==> config.mk <==
export PLATFORM = sky130hd
export DESIGN_NAME = instr_prefetch_buffer
export DESIGN_NICKNAME = d
export VERILOG_FILES = /design/src/rtl/instr_prefetch_buffer.sv
export SDC_FILE = /design/constraint.sdc
export NUM_CORES = 1
export LEC_CHECK = 0
export ABC_AREA = 0
export CAP_MARGIN = 5
export CORE_ASPECT_RATIO = 0.8
export CORE_MARGIN = 3
export CORE_UTILIZATION = 38
export DETAILED_ROUTE_END_ITERATION = 16
export GPL_ROUTABILITY_DRIVEN = 0
export PLACE_DENSITY_LB_ADDON = 0.1
export SLEW_MARGIN = 20
export SYNTH_ARGS = -nofsm -noshare
export SYNTH_HDL_FRONTEND = slang
export SYNTH_SLANG_ARGS = --single-unit
==> constraint.sdc <==
create_clock -name clk_i -period 7.4 [get_ports clk_i]
set_input_delay 1.48 -clock clk_i [delete_from_list [all_inputs] [get_ports clk_i]]
set_output_delay 1.48 -clock clk_i [all_outputs]
set_load 0.03 [all_outputs]
==> src/rtl/instr_prefetch_buffer.sv <==
// Instruction prefetch: sequential req/gnt/rvalid fetch into a FIFO with branch redirect.
// Define INSTR_PREFETCH_BYPASS_EN to forward responses straight to the core when the FIFO is empty.
module instr_prefetch_buffer #(
  parameter int unsigned DEPTH     = 4,
  parameter logic [31:0] BOOT_ADDR = 32'h0000_0000
) (
  input  logic        clk_i,
  input  logic        rst_ni,
  input  logic        fetch_enable_i,
  input  logic        branch_i,
  input  logic [31:0] branch_addr_i,
  output logic        instr_valid_o,
  output logic [31:0] instr_rdata_o,
  output logic [31:0] instr_addr_o,
  input  logic        instr_ready_i,
  output logic        busy_o,
  output logic        mem_req_o,
  output logic [31:0] mem_addr_o,
  input  logic        mem_gnt_i,
  input  logic [31:0] mem_rdata_i,
  input  logic        mem_rvalid_i
);

  localparam int unsigned CW = $clog2(DEPTH + 1);
  localparam int unsigned PW = $clog2(DEPTH);
  localparam logic [31:0] BOOT = {BOOT_ADDR[31:2], 2'b00};

  logic [31:0]   fetch_addr_q;
  logic [31:0]   held_addr_q;
  logic          req_held_q;
  logic          held_stale_q;
  logic [CW-1:0] outst_q;
  logic [CW-1:0] discard_q;
  logic [CW-1:0] fifo_cnt_q;
  logic [PW-1:0] f_wr_q;
  logic [PW-1:0] f_rd_q;
  logic [PW-1:0] t_wr_q;
  logic [PW-1:0] t_rd_q;
  logic [31:0]   fifo_addr_q [DEPTH];
  logic [31:0]   fifo_data_q [DEPTH];
  logic [31:0]   tag_q       [DEPTH];

  logic [CW:0]   fill_sum;
  logic          new_req;
  logic          req;
  logic [31:0]   req_addr;
  logic          gnt;
  logic          stale_gnt;
  logic          keep;
  logic          fifo_empty;
  logic          bypass;
  logic          valid;
  logic          pop_fifo;
  logic          push;
  logic [CW-1:0] outst_d;
  logic [CW-1:0] discard_d;
  logic          unused_bits;

  assign unused_bits = ^branch_addr_i[1:0];

  function automatic logic [PW-1:0] inc(
    input logic [PW-1:0] p
  );
    return (p == PW'(DEPTH - 1)) ? '0 : p + PW'(1);
  endfunction

  // An ungranted request owns the bus until granted.
  assign fill_sum = {1'b0, fifo_cnt_q}
                  + {1'b0, outst_q};
  assign new_req  = fetch_enable_i && !branch_i
                 && (fill_sum < (CW+1)'(DEPTH));
  assign req      = req_held_q || new_req;
  assign req_addr = req_held_q ? held_addr_q
                               : fetch_addr_q;
  assign gnt       = req && mem_gnt_i;
  assign stale_gnt = gnt && req_held_q
                  && held_stale_q;

  assign mem_req_o  = req;
  assign mem_addr_o = req ? req_addr : '0;

  assign keep = mem_rvalid_i && !branch_i
             && (discard_q == '0);
  assign fifo_empty = (fifo_cnt_q == '0);

`ifdef INSTR_PREFETCH_BYPASS_EN
  assign bypass = keep && fifo_empty;
`else
  assign bypass = 1'b0;
`endif

  assign valid = !branch_i
              && (!fifo_empty || bypass);
  assign pop_fifo = valid && instr_ready_i
                 && !fifo_empty;
  assign push = keep
             && !(bypass && instr_ready_i);

  assign instr_valid_o = valid;
  assign instr_rdata_o = !valid ? '0
                       : fifo_empty ? mem_rdata_i
                       : fifo_data_q[f_rd_q];
  assign instr_addr_o  = !valid ? '0
                       : fifo_empty ? tag_q[t_rd_q]
                       : fifo_addr_q[f_rd_q];

  assign busy_o = (outst_q != '0)
               || (discard_q != '0);

  assign outst_d = outst_q + CW'(gnt)
                 - CW'(mem_rvalid_i);

  // A stale held request joins the discard count when it finally lands.
  always_comb begin
    discard_d = discard_q;
    if (branch_i) begin
      discard_d = outst_d;
    end else begin
      if (mem_rvalid_i && (discard_q != '0))
        discard_d = discard_d - CW'(1);
      if (stale_gnt)
        discard_d = discard_d + CW'(1);
    end
  end

  always_ff @(posedge clk_i or negedge rst_ni) begin
    if (!rst_ni) begin
      fetch_addr_q <= BOOT;
      held_addr_q  <= '0;
      req_held_q   <= 1'b0;
      held_stale_q <= 1'b0;
      outst_q      <= '0;
      discard_q    <= '0;
      fifo_cnt_q   <= '0;
      f_wr_q       <= '0;
      f_rd_q       <= '0;
      t_wr_q       <= '0;
      t_rd_q       <= '0;
      for (int i = 0; i < DEPTH; i++) begin
        fifo_addr_q[i] <= '0;
        fifo_data_q[i] <= '0;
        tag_q[i]       <= '0;
      end
    end else begin
      outst_q    <= outst_d;
      discard_q  <= discard_d;
      req_held_q <= req && !mem_gnt_i;
      if (req && !req_held_q)
        held_addr_q <= fetch_addr_q;

      if (gnt)
        held_stale_q <= 1'b0;
      else if (branch_i && req_held_q)
        held_stale_q <= 1'b1;

      if (branch_i)
        fetch_addr_q <= {branch_addr_i[31:2], 2'b00};
      else if (gnt && !stale_gnt)
        fetch_addr_q <= fetch_addr_q + 32'd4;

      if (gnt) begin
        tag_q[t_wr_q] <= req_addr;
        t_wr_q        <= inc(t_wr_q);
      end
      if (mem_rvalid_i)
        t_rd_q <= inc(t_rd_q);

      if (branch_i) begin
        fifo_cnt_q <= '0;
        f_wr_q     <= '0;
        f_rd_q     <= '0;
      end else begin
        fifo_cnt_q <= fifo_cnt_q + CW'(push)
                    - CW'(pop_fifo);
        if (push) begin
          fifo_addr_q[f_wr_q] <= tag_q[t_rd_q];
          fifo_data_q[f_wr_q] <= mem_rdata_i;
          f_wr_q              <= inc(f_wr_q);
        end
        if (pop_fifo)
          f_rd_q <= inc(f_rd_q);
      end
    end
  end

endmodule

# Word level (Yosys, flattened, before mapping)
# Cells that the tools add are included.
# totals
register_bits,467
latch_bits,0
ram_bits,0
rom_bits,0
inputBits,71
output_inout_bits,99
elab_cells,123
mem_count,0
# classes
addsub,12
n_mul,0
div,0
magnitude_cmp,7
n_eq_ne,4
n_shift,0
mux,39
bitwise,5
n_reduce_logical,33
# ops
op,count
2-to-1 mux 32 bit,16
bitwise mux 128 bit,3
binary-select mux 32 bit (select 2 bit),3
demux 32 bit (select 2 bit),2
"adder 32 x 3 -> 32 bit, second input constant",1
logical AND 1 bit,17
2-to-1 mux 2 bit,8
2-to-1 mux 3 bit,5
">= comparator 3 bit, second input constant",4
NOT 2 -> 3 bit,4
"adder 2 x 1 -> 2 bit, second input constant",4
"== test 2 bit, second input constant",4
nonzero test 2 bit,4
adder 3 x 1 -> 3 bit,2
zero test 3 bit,2
"< comparator 3 x 1 -> 1 bit, second input constant",2
nonzero test 3 bit,2
subtractor 3 x 1 -> 3 bit,2
zero test 1 bit,5
adder 3 x 3 -> 4 bit,1
"< comparator 4 x 3 -> 1 bit, second input constant",1
"adder 3 x 1 -> 3 bit, second input constant",1
"subtractor 3 x 1 -> 3 bit, second input constant",1
logical OR 1 bit,2
3 further kinds,4

# Longest topological paths before layout
# depth
depth_word,11
depth_mapped,14
ltp_nobuf,13

# Least setup slack after synthesis
# No wires, ideal clock.
# synth_timing
path_kind,input to output
startpoint,in branch_i
endpoint,out mem_addr_o[23]
arrival_time_ns,3.432
t_required_ns,5.920
slack_ns,2.488
cell_stages,6
path_buffers,3
cell_sequence,buf_6 -> or4b_4 -> o31ai_1 -> buf_2 -> clkbuf_1 -> and2_1
# synth_via
elab_chain_cells,5
# synth_lines
element,line_no,source
"start, declared",10,"input logic branch_i,"
zero test 1 bit,70,assign new_req = fetch_enable_i && !branch_i
logical AND 1 bit,70,
logical AND 1 bit,71,&& (fill_sum < (CW+1)'(DEPTH));
logical OR 1 bit,72,assign req = req_held_q || new_req;
net mem_req_o,17,"output logic mem_req_o,"
2-to-1 mux 32 bit,80,assign mem_addr_o = req ? req_addr : '0;
"end, declared",18,"output logic [31:0] mem_addr_o,"
# The timed path passes the listed nets, and every way through them passes these cells.

# Final worst setup path
# layout_timing
startpoint,in fetch_enable_i
endpoint,out mem_addr_o[15]
# layout_via
elab_chain_cells,4
# layout_lines
element,line_no,source
"start, declared",9,"input logic fetch_enable_i,"
logical AND 1 bit,70,
logical AND 1 bit,71,
logical OR 1 bit,72,
2-to-1 mux 32 bit,80,
# No other way between the ends.

==> results.toml <==
[status]
status = "completed"

[clock_network]
cts.path.max_buffers = 3
cts_root_buffer = "clkbuf_16"
cts_resized = 0
cts_buffers = 49
cts.clk_slew.worst_paths_ps = 50
ctsHoldBuffers = 0
postCtsSetupRepairBufs = 0
clock_latency_ps = 580
clock-sinks = 447
cts_tree = "yes"
htree_levels = 2

[routing]
wl_um = 49860
ant_nets = 0
first_pass_iters = 4
remaining_drc_errors = 0
topRoutingLayerUsed = "met4"
vias = 12790
routed_via_density = 5.322
drt_iter0_drc = 767
wl_met3_um = 1961
wl_met2_um = 23330
wirelength_met1_um = 23790
routedWlPerCell_um = 20.75

[power_and_ir_drop]
pwr-share-comb_pct = 32.2
seq_power_share_pct = 40.6
cellPowerDensity_nw_per_um2 = 355.6
power.switching_mw = 2.790
power.internal_mw = 6.165
p_leak_nw = 11.13
power_frac_clock_pct = 27.3
power_mw = 8.954
p_sw_share_pct = 31.15
peakVddDrop_mv = 0.1478

[sta]
timing.final.crit_share_pct = 77.92
finalSetupTns_ps = 0
whs_ps = 496.9
min_period_ps = 5766
hold_viol = 0
finClkSkew_ps = 18.16
rsz0062_at_grt = "no"
worst_pin_slew_ps = 1130
max_freq_mhz = 173.4
setup_violations = 0
slew_violations = 0
slew_headroom_pct = 24.57

[worst_setup_path]
cp_top_family = "buffers and inverters"
path_buf_inv = 3
worstPathCellList = "clkdlybuf4s50_1 > or4b_4 > o31ai_4 > buf_4 > and2_1 > clkdlybuf4s50_1"
reg2reg_slack_ps = 3810
r2r-start = "outst_q[1]$_DFF_PN0_"
cp-start-kind = "primary input"
critPathCapture = "mem_addr_o[15]"
startpoint = "fetch_enable_i"
cp_slowest_cell = "clkdlybuf4s50_1"
cp_common_cell = "clkdlybuf4s50_1"
path_depth = 6
slowest_delay_ps = 670
timing.rr.end = "discard_q[2]$_DFF_PN0_"
critPathMaxFanout = 20
critical_path_class = "primary input to output pin"
crit_arrival_ps = 4290
reg2reg_depth = 13
critPathCaptureType = "output pin"
required_ps = 5920

[final_layout]
area_delta_synth_final_pct = 19.03
drive_gt1_share_pct = 38.21
layout_commonest_cell = "dfrtp_1"
layout.nets = 1715
final_util_pct = 46.29
fill_cells = 4850
postLayoutCellArea_um2 = 25180
diodes = 0
layout_common_cells = "dfrtp_1, mux2_2, clkdlybuf4s50_1"

[synth]
synth_area_per_cell_um2 = 14.21
synth-compound-area-share_pct = 3.224
yosys_warnings = 0
synth_edf_count = 0
ys_seq_elements = 447
synth.distinct_cells = 48
yosys.area.top_type_share_pct = 52.88
synthSimpleGateAreaFrac_pct = 7.163
synthCells = 1489
synth_ff_type = "dfrtp_1"
synth_mux_area_share_pct = 32.51
syn_area_um2 = 21150
synth_xor_area_share_pct = 0.4377
async_flop_share_pct = 100.0
yosysTopAreaCell = "dfrtp_1"
synth_top_family_by_area = "multiplexers"
synthAdderAreaFrac_pct = 1.313
synth_area_leaders = "dfrtp_1, mux2_2, mux4_2"
ys_seq_area_share_pct = 52.88

[placed_design]
io_buffers = 163
dp_hpwl_um = 30800
placed_area_um2 = 23550

[min_path]
min_path_type = "flop to flop"
hold_start = "fifo_data_q[61]$_DFFE_PN0P_"

[die]
die_h_um = 217.0
die_w_um = 269.8
io_pins = 170
start_util_pct = 38.89
rows = 76
dieArea_um2 = 58550
coreArea_um2 = 54390

[job]
cap_viol_max_count = 0

[global_route]
grt_max_degree = 179
grt_remaining_overflow = 0
grtUsageTotal_pct = 17.37
grt_pass1_wl_um = 80790
antenna_found_initial = 1
grt_pass1_vias = 13830
[power groups by stage]
stage	Combinational (mW)	Clock (mW)	Sequential, mW
after global placement	2.87	0	3.64
final	2.88	2.44	3.63
after global routing	3.15	2.64	3.74
after detailed placement	2.93	0	3.68
after floorplan	2.18	0	3.44
after CTS	2.94	2.54	3.64
[how the worst min path moves through the flow]
| stage | end | cells past startpoint |
|---|---|---|
| after CTS | fifo_data_q[61]$_DFFE_PN0P_ | 1 |
| after global placement | held_addr_q[18]$_DFFE_PN0P_ | 1 |
| after detailed placement | held_addr_q[8]$_DFFE_PN0P_ | 1 |
| after floorplan | held_addr_q[11]$_DFFE_PN0P_ | 1 |
| final | fifo_data_q[61]$_DFFE_PN0P_ | 1 |
| after global routing | fifo_data_q[53]$_DFFE_PN0P_ | 1 |
[per-layer routing]
layer	up-vias	track usage (%)
li1	5791	-
met1	6697	24.71
met2	248	28.08
met3	52	2.822
met4	0	4.066
met5	-	0
[synthesized netlist by cell type, drive strengths merged, types with 5 or more instances]
library cell / instances
nand3: 25
ha: 19
a31oi: 13
or4: 14
mux2: 425
o41ai: 16
o211ai: 7
nand4: 9
nor2: 33
inv: 25
nor4: 8
nor2b: 13
nor3: 8
xnor2: 7
and3: 9
buf: 18
o2111ai: 14
clkbuf: 88
dfrtp: 447
o31ai: 9
and2: 94
a22oi: 5
nand2: 38
o21ai: 12
mux4: 92
[through the flow]
step	setup WS, ps	instances
floorplan	2488	1492
global placement	1628	2313
detailed placement	1619	2313
CTS	1599	2403
global route	1441	2403
finish	1634	2403
[registers in the layout, indices dropped and copies added (netlist names)]
| register | flops |
|---|---|
| fifo_cnt_q | 3 |
| fetch_addr_q | 30 |
| held_stale_q | 1 |
| t_rd_q | 2 |
| held_addr_q | 30 |
| t_wr_q | 2 |
| outst_q | 3 |
| discard_q | 3 |
| fifo_addr_q | 120 |
| tag_q | 120 |
| f_wr_q | 2 |
| f_rd_q | 2 |
| req_held_q | 1 |
| fifo_data_q | 128 |
[cell type report]
type                            count  area [µm²]  share of cell area, %
Inverter                           25       93.84                 0.3727
Sequential cell                   447       11190                  44.45
Clock buffer                       78        1508                  5.988
Multi-Input combinational cell    914        9509                  37.76
Tap cell                          741       927.1                  3.682
Clock inverter                     12       120.1                 0.4770
Timing Repair Buffer              186        1829                  7.265
[logic make-up after synthesis]
| family | Yosys count |
|---|---|
| multiplexers | 519 |
| flip-flops | 447 |
| AND/OR/NAND/NOR | 270 |
| buffers and inverters | 131 |
| AO/OA/AOI/OAI | 91 |
| adder cells (fa/ha/maj) | 21 |
| XOR/XNOR | 9 |
| other | 1 |
No activity file was read; power rests on OpenSTA's default activity.
